### config.mk
export PLATFORM = sky130hd
export DESIGN_NAME = mips_lsu_llsc_flat
export DESIGN_NICKNAME = d
export VERILOG_FILES = /design/src/rtl/mips_lsu_llsc_if.sv /design/src/rtl/mips_lsu_llsc.sv /design/src/flat_wrapper.sv
export SDC_FILE = /design/constraint.sdc
export NUM_CORES = 1
export LEC_CHECK = 0
export ABC_AREA = 0
export CAP_MARGIN = 20
export CELL_PAD_IN_SITES_DETAIL_PLACEMENT = 1
export CELL_PAD_IN_SITES_GLOBAL_PLACEMENT = 1
export CORE_MARGIN = 5
export CORE_UTILIZATION = 34
export DETAILED_ROUTE_END_ITERATION = 16
export GPL_TIMING_DRIVEN = 0
export PLACE_DENSITY = 0.85
export REMOVE_ABC_BUFFERS = 1
export SETUP_SLACK_MARGIN = 0.2
export SLEW_MARGIN = 20
export SYNTH_ARGS = -nofsm -noshare
export SYNTH_HDL_FRONTEND = slang
export SYNTH_SLANG_ARGS = --single-unit
### constraint.sdc
create_clock -name clk -period 2.95 [get_ports clk]
set_input_delay 0.4425 -clock clk [delete_from_list [all_inputs] [get_ports clk]]
set_output_delay 0.4425 -clock clk [all_outputs]
set_load 0.01 [all_outputs]
### src/rtl/mips_lsu_llsc_if.sv
// Bus bundle for the MIPS load/store unit.
//   req_*  : execute stage -> LSU operation handshake (valid/ready)
//   mem_*  : LSU -> data memory, req/gnt command plus rvalid read return
//   rsp_*  : LSU -> writeback completion pulse
// modport master : the LSU side (drives req_ready, mem_* commands, rsp_*)
// modport slave  : the environment side (pipeline plus memory)
interface mips_lsu_llsc_if #(parameter int ADDR_W = 32);
  logic              req_valid;
  logic              req_ready;
  logic [1:0]        req_op;
  logic [1:0]        req_size;
  logic              req_signext;
  logic [ADDR_W-1:0] req_addr;
  logic [31:0]       req_wdata;
  logic [4:0]        req_rd;

  logic              mem_req;
  logic [3:0]        mem_we;
  logic [ADDR_W-1:0] mem_addr;
  logic [31:0]       mem_wdata;
  logic              mem_gnt;
  logic              mem_rvalid;
  logic [31:0]       mem_rdata;

  logic              rsp_valid;
  logic              rsp_we;
  logic [4:0]        rsp_rd;
  logic [31:0]       rsp_data;
  logic              rsp_err;

  modport master (
    input  req_valid, req_op, req_size, req_signext, req_addr, req_wdata, req_rd,
    output req_ready,
    output mem_req, mem_we, mem_addr, mem_wdata,
    input  mem_gnt, mem_rvalid, mem_rdata,
    output rsp_valid, rsp_we, rsp_rd, rsp_data, rsp_err
  );

  modport slave (
    output req_valid, req_op, req_size, req_signext, req_addr, req_wdata, req_rd,
    input  req_ready,
    input  mem_req, mem_we, mem_addr, mem_wdata,
    output mem_gnt, mem_rvalid, mem_rdata,
    input  rsp_valid, rsp_we, rsp_rd, rsp_data, rsp_err
  );
endinterface

### src/rtl/mips_lsu_llsc.sv
// MIPS load/store unit with big-endian lane steering, load extension and an
// LL/SC reservation register, talking to a variable-latency req/gnt/rvalid port.
//
// state | meaning
// IDLE  | ready for a new operation
// REQ   | mem_req held until mem_gnt
// WAIT  | load/LL granted, waiting for mem_rvalid (optional timeout)
// RESP  | one-cycle rsp_valid pulse
//
// Ports: clk, rst_n (async active-low), en (global hold), snoop_valid/snoop_addr
// (external write notification), resv_clear (exception/ERET), busy (not IDLE),
// bus (mips_lsu_llsc_if.master: req/mem/rsp groups).
module mips_lsu_llsc #(
  parameter int ADDR_W    = 32,
  parameter int RESV_GRAN = 4,
  parameter int TIMEOUT   = 0
) (
  input  logic              clk,
  input  logic              rst_n,
  input  logic              en,
  input  logic              snoop_valid,
  input  logic [ADDR_W-1:0] snoop_addr,
  input  logic              resv_clear,
  output logic              busy,
  mips_lsu_llsc_if.master   bus
);
  localparam int GW    = ADDR_W - RESV_GRAN;
  localparam int CNT_W = (TIMEOUT > 0) ? $clog2(TIMEOUT + 1) : 1;
  localparam logic [1:0] OP_LOAD = 2'd0, OP_STORE = 2'd1, OP_LL = 2'd2, OP_SC = 2'd3;

  typedef enum logic [1:0] {S_IDLE, S_REQ, S_WAIT, S_RESP} state_t;

  state_t           state;
  logic [1:0]       op_q, size_q, off_q;
  logic             signext_q;
  logic [GW-1:0]    gran_q;
  logic [CNT_W-1:0] cnt;
  logic             resv_valid;
  logic [GW-1:0]    resv_gran;

  function automatic logic [3:0] lane_we(input logic [1:0] size, input logic [1:0] off);
    case (size)
      2'd0:    lane_we = 4'b1000 >> off;
      2'd1:    lane_we = off[1] ? 4'b0011 : 4'b1100;
      default: lane_we = 4'b1111;
    endcase
  endfunction

  function automatic logic [31:0] lane_wdata(input logic [1:0] size, input logic [31:0] w);
    case (size)
      2'd0:    lane_wdata = {4{w[7:0]}};
      2'd1:    lane_wdata = {2{w[15:0]}};
      default: lane_wdata = w;
    endcase
  endfunction

  function automatic logic [31:0] load_ext(input logic [31:0] d, input logic [1:0] size,
                                           input logic [1:0] off, input logic sx);
    logic [7:0]  b;
    logic [15:0] h;
    case (off)
      2'd0:    b = d[31:24];
      2'd1:    b = d[23:16];
      2'd2:    b = d[15:8];
      default: b = d[7:0];
    endcase
    h = off[1] ? d[15:0] : d[31:16];
    case (size)
      2'd0:    load_ext = {{24{sx & b[7]}}, b};
      2'd1:    load_ext = {{16{sx & h[15]}}, h};
      default: load_ext = d;
    endcase
  endfunction

  logic          misaligned, sc_ok, is_store_req;
  logic [GW-1:0] req_gran, snoop_gran;

  assign req_gran     = bus.req_addr[ADDR_W-1:RESV_GRAN];
  assign snoop_gran   = snoop_addr[ADDR_W-1:RESV_GRAN];
  assign misaligned   = (bus.req_size == 2'd3) ||
                        (bus.req_size == 2'd1 && bus.req_addr[0]) ||
                        (bus.req_size == 2'd2 && bus.req_addr[1:0] != 2'b00);
  assign sc_ok        = resv_valid && (resv_gran == req_gran);
  assign is_store_req = (bus.req_op == OP_STORE) || (bus.req_op == OP_SC);

  assign busy          = (state != S_IDLE);
  assign bus.req_ready = rst_n & en & (state == S_IDLE);

  always_ff @(posedge clk or negedge rst_n) begin
    if (!rst_n) begin
      state         <= S_IDLE;
      op_q          <= OP_LOAD;
      size_q        <= 2'd0;
      off_q         <= 2'd0;
      signext_q     <= 1'b0;
      gran_q        <= '0;
      cnt           <= '0;
      bus.mem_req   <= 1'b0;
      bus.mem_we    <= 4'b0000;
      bus.mem_addr  <= '0;
      bus.mem_wdata <= '0;
      bus.rsp_valid <= 1'b0;
      bus.rsp_we    <= 1'b0;
      bus.rsp_rd    <= '0;
      bus.rsp_data  <= '0;
      bus.rsp_err   <= 1'b0;
    end else if (en) begin
      case (state)
        S_IDLE: begin
          if (bus.req_valid) begin
            op_q         <= bus.req_op;
            size_q       <= bus.req_size;
            off_q        <= bus.req_addr[1:0];
            signext_q    <= bus.req_signext;
            gran_q       <= req_gran;
            bus.rsp_rd   <= bus.req_rd;
            bus.rsp_data <= '0;
            if (misaligned) begin
              state         <= S_RESP;
              bus.rsp_valid <= 1'b1;
              bus.rsp_we    <= 1'b0;
              bus.rsp_err   <= 1'b1;
            end else if (bus.req_op == OP_SC && !sc_ok) begin
              // Failed SC never touches memory.
              state         <= S_RESP;
              bus.rsp_valid <= 1'b1;
              bus.rsp_we    <= 1'b1;
              bus.rsp_err   <= 1'b0;
            end else begin
              state         <= S_REQ;
              bus.mem_req   <= 1'b1;
              bus.mem_addr  <= {bus.req_addr[ADDR_W-1:2], 2'b00};
              bus.mem_we    <= is_store_req ? lane_we(bus.req_size, bus.req_addr[1:0]) : 4'b0000;
              bus.mem_wdata <= lane_wdata(bus.req_size, bus.req_wdata);
              bus.rsp_we    <= 1'b0;
              bus.rsp_err   <= 1'b0;
            end
          end
        end
        S_REQ: begin
          if (bus.mem_gnt) begin
            bus.mem_req <= 1'b0;
            bus.mem_we  <= 4'b0000;
            if (op_q == OP_LOAD || op_q == OP_LL) begin
              state <= S_WAIT;
              cnt   <= CNT_W'(TIMEOUT);
            end else begin
              state         <= S_RESP;
              bus.rsp_valid <= 1'b1;
              bus.rsp_we    <= (op_q == OP_SC);
              bus.rsp_data  <= {31'd0, op_q == OP_SC};
            end
          end
        end
        S_WAIT: begin
          if (bus.mem_rvalid) begin
            state         <= S_RESP;
            bus.rsp_valid <= 1'b1;
            bus.rsp_we    <= 1'b1;
            bus.rsp_data  <= load_ext(bus.mem_rdata, size_q, off_q, signext_q);
          end else if (TIMEOUT > 0 && cnt == CNT_W'(1)) begin
            // Down-counter loaded with TIMEOUT at grant: terminal count after TIMEOUT WAIT cycles.
            state         <= S_RESP;
            bus.rsp_valid <= 1'b1;
            bus.rsp_err   <= 1'b1;
          end else begin
            cnt <= cnt - CNT_W'(1);
          end
        end
        S_RESP: begin
          state         <= S_IDLE;
          bus.rsp_valid <= 1'b0;
          bus.rsp_we    <= 1'b0;
          bus.rsp_err   <= 1'b0;
          bus.rsp_data  <= '0;
        end
        default: state <= S_IDLE;
      endcase
    end
  end

  // Reservation keeps tracking snoops and resv_clear even while en=0.
  // Clearing events take priority over an LL setting it in the same cycle;
  // a snoop is compared against the granule being set in that case.
  logic          resv_set, resv_clr, snoop_hit, st_hit, sc_done;
  logic [GW-1:0] cmp_gran;

  assign resv_set  = en && state == S_RESP && op_q == OP_LL && !bus.rsp_err;
  assign sc_done   = en && state == S_RESP && op_q == OP_SC && !bus.rsp_err;
  assign st_hit    = en && state == S_REQ && op_q == OP_STORE && bus.mem_gnt && gran_q == resv_gran;
  assign cmp_gran  = resv_set ? gran_q : resv_gran;
  assign snoop_hit = snoop_valid && snoop_gran == cmp_gran;
  assign resv_clr  = sc_done || st_hit || resv_clear || snoop_hit;

  always_ff @(posedge clk or negedge rst_n) begin
    if (!rst_n) begin
      resv_valid <= 1'b0;
      resv_gran  <= '0;
    end else if (resv_clr) begin
      resv_valid <= 1'b0;
    end else if (resv_set) begin
      resv_valid <= 1'b1;
      resv_gran  <= gran_q;
    end
  end

  logic unused_snoop_lsb;
  assign unused_snoop_lsb = ^snoop_addr[RESV_GRAN-1:0];
endmodule

### src/flat_wrapper.sv
// flat-port wrapper written by rule: the top's interface ports become plain ports
module mips_lsu_llsc_flat 
#(
  parameter int ADDR_W    = 32,
  parameter int RESV_GRAN = 4,
  parameter int TIMEOUT   = 0
)
  (clk, rst_n, en, snoop_valid, snoop_addr, resv_clear, busy, bus_req_valid, bus_req_op, bus_req_size, bus_req_signext, bus_req_addr, bus_req_wdata, bus_req_rd, bus_req_ready, bus_mem_req, bus_mem_we, bus_mem_addr, bus_mem_wdata, bus_mem_gnt, bus_mem_rvalid, bus_mem_rdata, bus_rsp_valid, bus_rsp_we, bus_rsp_rd, bus_rsp_data, bus_rsp_err);
  mips_lsu_llsc_if #(.ADDR_W(ADDR_W)) bus_i ();
  input  logic clk;
  input  logic rst_n;
  input  logic en;
  input  logic snoop_valid;
  input  logic [ADDR_W-1:0] snoop_addr;
  input  logic resv_clear;
  output logic busy;
  input wire logic [$bits(bus_i.req_valid)-1:0] bus_req_valid;
  input wire logic [$bits(bus_i.req_op)-1:0] bus_req_op;
  input wire logic [$bits(bus_i.req_size)-1:0] bus_req_size;
  input wire logic [$bits(bus_i.req_signext)-1:0] bus_req_signext;
  input wire logic [$bits(bus_i.req_addr)-1:0] bus_req_addr;
  input wire logic [$bits(bus_i.req_wdata)-1:0] bus_req_wdata;
  input wire logic [$bits(bus_i.req_rd)-1:0] bus_req_rd;
  output wire logic [$bits(bus_i.req_ready)-1:0] bus_req_ready;
  output wire logic [$bits(bus_i.mem_req)-1:0] bus_mem_req;
  output wire logic [$bits(bus_i.mem_we)-1:0] bus_mem_we;
  output wire logic [$bits(bus_i.mem_addr)-1:0] bus_mem_addr;
  output wire logic [$bits(bus_i.mem_wdata)-1:0] bus_mem_wdata;
  input wire logic [$bits(bus_i.mem_gnt)-1:0] bus_mem_gnt;
  input wire logic [$bits(bus_i.mem_rvalid)-1:0] bus_mem_rvalid;
  input wire logic [$bits(bus_i.mem_rdata)-1:0] bus_mem_rdata;
  output wire logic [$bits(bus_i.rsp_valid)-1:0] bus_rsp_valid;
  output wire logic [$bits(bus_i.rsp_we)-1:0] bus_rsp_we;
  output wire logic [$bits(bus_i.rsp_rd)-1:0] bus_rsp_rd;
  output wire logic [$bits(bus_i.rsp_data)-1:0] bus_rsp_data;
  output wire logic [$bits(bus_i.rsp_err)-1:0] bus_rsp_err;
  assign bus_i.req_valid = bus_req_valid;
  assign bus_i.req_op = bus_req_op;
  assign bus_i.req_size = bus_req_size;
  assign bus_i.req_signext = bus_req_signext;
  assign bus_i.req_addr = bus_req_addr;
  assign bus_i.req_wdata = bus_req_wdata;
  assign bus_i.req_rd = bus_req_rd;
  assign bus_req_ready = bus_i.req_ready;
  assign bus_mem_req = bus_i.mem_req;
  assign bus_mem_we = bus_i.mem_we;
  assign bus_mem_addr = bus_i.mem_addr;
  assign bus_mem_wdata = bus_i.mem_wdata;
  assign bus_i.mem_gnt = bus_mem_gnt;
  assign bus_i.mem_rvalid = bus_mem_rvalid;
  assign bus_i.mem_rdata = bus_mem_rdata;
  assign bus_rsp_valid = bus_i.rsp_valid;
  assign bus_rsp_we = bus_i.rsp_we;
  assign bus_rsp_rd = bus_i.rsp_rd;
  assign bus_rsp_data = bus_i.rsp_data;
  assign bus_rsp_err = bus_i.rsp_err;
  mips_lsu_llsc #(.ADDR_W(ADDR_W), .RESV_GRAN(RESV_GRAN), .TIMEOUT(TIMEOUT)) u_core (.clk(clk), .rst_n(rst_n), .en(en), .snoop_valid(snoop_valid), .snoop_addr(snoop_addr), .resv_clear(resv_clear), .busy(busy), .bus(bus_i));
endmodule
# After elaboration in Yosys (flattened, before gate mapping)
# Cells that the tools add are included.
[totals]
elab_cells = 139
output_inout_bits = 111
reg_bits = 173
inputBits = 146
[classes]
shifts = 1
eq_ne = 24
n_mux = 51
n_bitwise = 6
reduce_logical = 40
[ops]
columns = ["op", "n"]
rows = [
  ["32-bit two-way mux", 4],
  ["32-bit case mux with 2 select lines", 2],
  ["32-bit case mux with 4 select lines", 1],
  ["28-bit equality test", 3],
  ["28-bit two-way mux", 1],
  ["4-bit two-way mux", 6],
  ["8-bit two-way mux", 3],
  ["8-bit case mux with 3 select lines", 1],
  ["1-bit two-way mux", 20],
  ["2-bit equality test (second input constant)", 8],
  ["16-bit two-way mux", 1],
  ["4-bit case mux with 2 select lines", 2],
  ["1-bit logical AND", 14],
  ["2-bit by 1-bit equality test with 1-bit output (second input constant)", 6],
  ["2-bit inequality test (second input constant)", 6],
  ["6-bit AND reduction", 2],
  ["2-bit zero test", 5],
  ["2-bit two-way mux", 5],
  ["5-bit AND reduction", 2],
  ["2-bit nonzero test", 5],
  ["1-bit case mux with 4 select lines", 2],
  ["2-bit case mux with 4 select lines", 1],
  ["1-bit logical OR", 7],
  ["3-bit AND reduction", 2],
  ["7 further kinds", 13],
]

# Logic depth before layout (Yosys ltp)
[depth]
word_depth = 9
ltp_mapped = 11
ltp_nobuf = 9

# Worst setup path before layout
# No wires, ideal clock.
[synth_timing]
path_type = "flip-flop to flip-flop"
start = "register u_core.state[0]"
end = "register u_core.resv_gran[10]"
arrival_time_ps = 2631
setup_time_ps = 125
stages_incl_launch_ff = 10
path_slack_ps = 194
period_less_slack_ps = 2756
t_required_ps = 2825
path_buffers = 1
path_cell_list = "dfrtp_1 > ha_1 > and4b_1 > nand2_2 > mux2_2 > a2111oi_1 > nand4_1 > o21ai_4 > buf_12 > mux2_4"
[synth_via]
elab_chain_len = 8
word_cells_on_any_way = 17
cone_classes = "eq/ne (3); mux (1); reduce/logical (13)"
[synth_rtl]
columns = ["element", "line", "rtl"]
rows = [
  ["from (decl)", "mips_lsu_llsc.sv:33", "state_t state;"],
  ["from (signal assigned)", "mips_lsu_llsc.sv:91", "state <= S_IDLE;"],
  ["from (signal assigned)", "mips_lsu_llsc.sv:119", "state <= S_RESP;"],
  ["from (signal assigned)", "mips_lsu_llsc.sv:125", "state <= S_RESP;"],
  ["2-bit equality test / 2-bit by 1-bit equality test with 1-bit output (equally long branches)", "mips_lsu_llsc.sv:188, mips_lsu_llsc.sv:189, mips_lsu_llsc.sv:190", ""],
  ["1-bit logical AND, on equally long branches", "mips_lsu_llsc.sv:188, mips_lsu_llsc.sv:189, mips_lsu_llsc.sv:190", ""],
  ["1-bit logical AND, on equally long branches (2 in series)", "mips_lsu_llsc.sv:188, mips_lsu_llsc.sv:190", ""],
  ["28-bit two-way mux / 1-bit logical AND (equally long branches)", "mips_lsu_llsc.sv:191, mips_lsu_llsc.sv:190", ""],
  ["28-bit equality test / 1-bit logical OR (equally long branches)", "mips_lsu_llsc.sv:192, mips_lsu_llsc.sv:193", ""],
  ["1-bit logical AND / 1-bit logical OR (equally long branches)", "mips_lsu_llsc.sv:192, mips_lsu_llsc.sv:193", ""],
  ["1-bit logical OR", "mips_lsu_llsc.sv:193", "assign resv_clr = sc_done || st_hit || resv_clear || snoop_hit;"],
  ["to (signal assigned)", "mips_lsu_llsc.sv:203", "resv_gran <= gran_q;"],
  ["to (decl)", "mips_lsu_llsc.sv:39", "logic [GW-1:0] resv_gran;"],
]
# Parallel ways exist; a longest one is shown, timed or not.
# A chain may end at the register's enable or synchronous reset.

# Worst setup path after layout
[layout_timing]
start = "register u_core.state[0]"
end = "register u_core.resv_gran[27]"
# The elaborated chain is that of the path after synthesis.

==> metrics.txt <==
Die ar.=30100 µm²; Hold Worst Slack=-0.00362 ns; area grow syn2layout=47.2%; Worst Skew=0.0172 ns; Synth top area share=between 40 and 50%; Worst VDD drop=407 µV; Max Root-Sink Buffers=2; Cell Pwr Density=935 nW/µm²; CTS tree=built; Peak Freq=approximately 0.33 GHz; non-filler instance count after layout=1451; Leakage=0.00572 µW; port buffer count=250; Syn. warnings=0; Synth Register Bits=173; clk_lat worst skew=0.44 ns; pre-CTS setup slack=-1.33 ns; Yosys cell types=57; Post-DP Area=12000 µm²; Relative slew margins=between 20 and 30%; Starting Density=34.7%; asr flop ratio synth=100%; status=finished, violations left; DP HPWL=22200 µm; failing checks=hold timing, setup timing; number of global-route vias before repair=8708; drt wl/cell=23.3 µm; CP Class=reg -> reg; startpoint types=register; total gr overflow=0; number of max-cap violations=0; final net count=1252; Die Ht=174 µm; Syn Area/Cell=11.1 µm²; Top Ports=257; Mapped Area=9090 µm²; Critical Path AT=3.35 ns; final hold violations=3; Final WS setup=-0.0856 ns; Tcrit/Tclk final=103%; number of remaining DRC errors=0; routed vias/inst=5.57; floorplan core area=26200 µm²; CTS buffer count=17; RSZ-0062 raised after global routing=yes; Placed Instances=1370; Worst Hold Class=in -> async; Tmin final=3.04 ns; Root Driver=clkbuf_16; DRT Pass-1 Iters=5; top cells by area, synth=dfrtp_1 48%, mux2_2 12%, xnor2_1 5.1%, mux2i_1 4.3%, mux2_4 2.8%; largest net degree at the start of global routing=between 90 and 100; Slew @ Worst Pin=1.08 ns; Post-Route WL=33800 µm; share of cells above drive strength 1=22.5%; Final Setup Violations=11; Initial DRC Count=559; Clk pin slew, worst setup/hold paths=around 0.07 ns; number of synthesized flops with an enable pin=0; Slew Limit Fails=0; crit end category=register; num rows=59; Horiz. Die Dim=174 µm; Post-synth top flop=dfrtp_1; Final Cell Area=13400 µm²; vias=8083; sequential fraction of the synthesis area=47.6%; Synth area leader=dfrtp_1; GRT Resource Usage Total=roughly a fifth; # clock sinks=173; H-tree depth=4; first-pass GRT wire length=50700 µm; CP max FO=8; Synth Instances=818; Design Power=12500 µW; initial antenna violation count=3; worst path required time=3.26 ns; Antenna Nets Post-Route=0; routability cong.=0.872
[cells by family (layout without fill, tap and decap cells)]
group           Yosys count  in the layout  share of synthesized area [%]
other cells               1              3                         0.0413
simple gates            157            157                           8.78
compound gates          172            172                           12.5
fa+ha+maj                 4              4                          0.551
xor+xnor                 73             73                           7.03
mux                     154            154                           19.4
flops                   173            173                           47.6
buf+inv                  84            380                           4.06
[metal layers]
metal,GRT usage (%),wire length [µm],vias up
li1,-,-,3522
met1,26.1,13500,4076
met2,35.4,16300,372
met3,5.37,2470,109
met4,8.75,1400,4
met5,0,15,-
[cells in the final DEF (no fill, tap or decap), types with 15 or more instances in the layout]
cell,instances
clkdlybuf4s50_1,232
dfrtp_1,165
mux2_2,89
xnor2_1,47
nand2_1,40
a21oi_1,40
o21ai_0,39
mux2i_1,39
inv_1,35
buf_4,30
nor2_1,28
mux2_4,25
a22o_1,23
xor2_1,20
nand2b_1,19
clkbuf_16,18
buf_6,18
nand4_1,15
[cell usage after synthesis, types with 16 or more instances]
master	instances
xnor2_1	53
o21ai_0	44
mux2_2	97
nand3_1	16
xor2_1	20
dfrtp_1	173
a22o_1	23
a21oi_1	44
nand2_1	40
inv_1	37
mux2i_1	39
mux2_4	17
clkbuf_1	32
nand2b_1	19
nor2_1	30
[registers in the layout, summed over array words and instances (netlist names), 2 cells and up]
signal	count
u_core.bus.mem_wdata	32
u_core.bus.rsp_data	32
u_core.size_q	2
u_core.bus.rsp_rd	5
u_core.op_q	2
u_core.bus.mem_we	4
u_core.gran_q	28
u_core.state	2
u_core.resv_gran	28
u_core.off_q	2
u_core.bus.mem_addr	30
[cell type report]
class | instances | area (µm²)
timing repair buffer | 311 | 3220
inverter | 37 | 143
clock inverter | 13 | 105
clock buffer | 19 | 443
sequential | 173 | 4340
tap | 335 | 419
multi-input combinational | 562 | 4710
fill | 2780 | 12800
antenna | 1 | 2.50
[worst max-delay path, cell delays in order, from the launching register on]
cell	delay, ns
dfrtp_1	0.42
ha_4	0.20
and4b_4	0.26
buf_4	0.18
nand3_1	0.14
a21oi_1	0.15
a2111oi_4	0.34
nand4_1	0.26
o21ai_4	0.26
buf_6	0.13
buf_6	0.11
buf_16	0.14
mux2_4	0.31
[final timing paths]
| kind | from | endpoint | slack, ns | cells after the start |
|---|---|---|---|---|
| min reg2reg | u_core.bus.rsp_data[0] | u_core.bus.rsp_data[0] | 0.48 | 2 |
| max reg2reg | u_core.state[0] | u_core.resv_gran[27] | -0.09 | 12 |
| max | u_core.state[0] | u_core.resv_gran[27] | -0.09 | 12 |
| min in group clk | bus_req_addr[19] | u_core.gran_q[15] | 0.37 | 2 |
| min | rst_n | u_core.resv_gran[18] | -0.004 | 2 |
| max in group asynchronous | rst_n | u_core.off_q[1] | 2.17 | 3 |
[where the power goes]
| group | switching [µW] | internal (µW) | total [µW] | leakage (µW) |
|---|---|---|---|---|
| sequential | 1190 | 3420 | 4610 | 0.00217 |
| combinational | 2600 | 3140 | 5740 | 0.00329 |
| clock | 1050 | 1120 | 2170 | 0.000263 |
| total | 4840 | 7680 | 12500 | 0.00572 |
[stage by stage]
stage / setup TNS [ns] / util [%]
floorplan: -227.90 / -
global placement: -1623.42 / 45.0
CTS: 0 / 49.8
finish: -0.627 / 51.1
global route: -1.49 / 51.1
detailed placement: -85.71 / 45.7
[timing repair]
item,CTS,global route
setup endpoints to repair,117,74
hold endpoints to repair,2,0
setup buffers,28,16
gates resized for setup,56,52
pin swaps,21,18
gates cloned,2,1
hold buffers,1,0
Note: power is estimated with default switching activity, not from simulation.
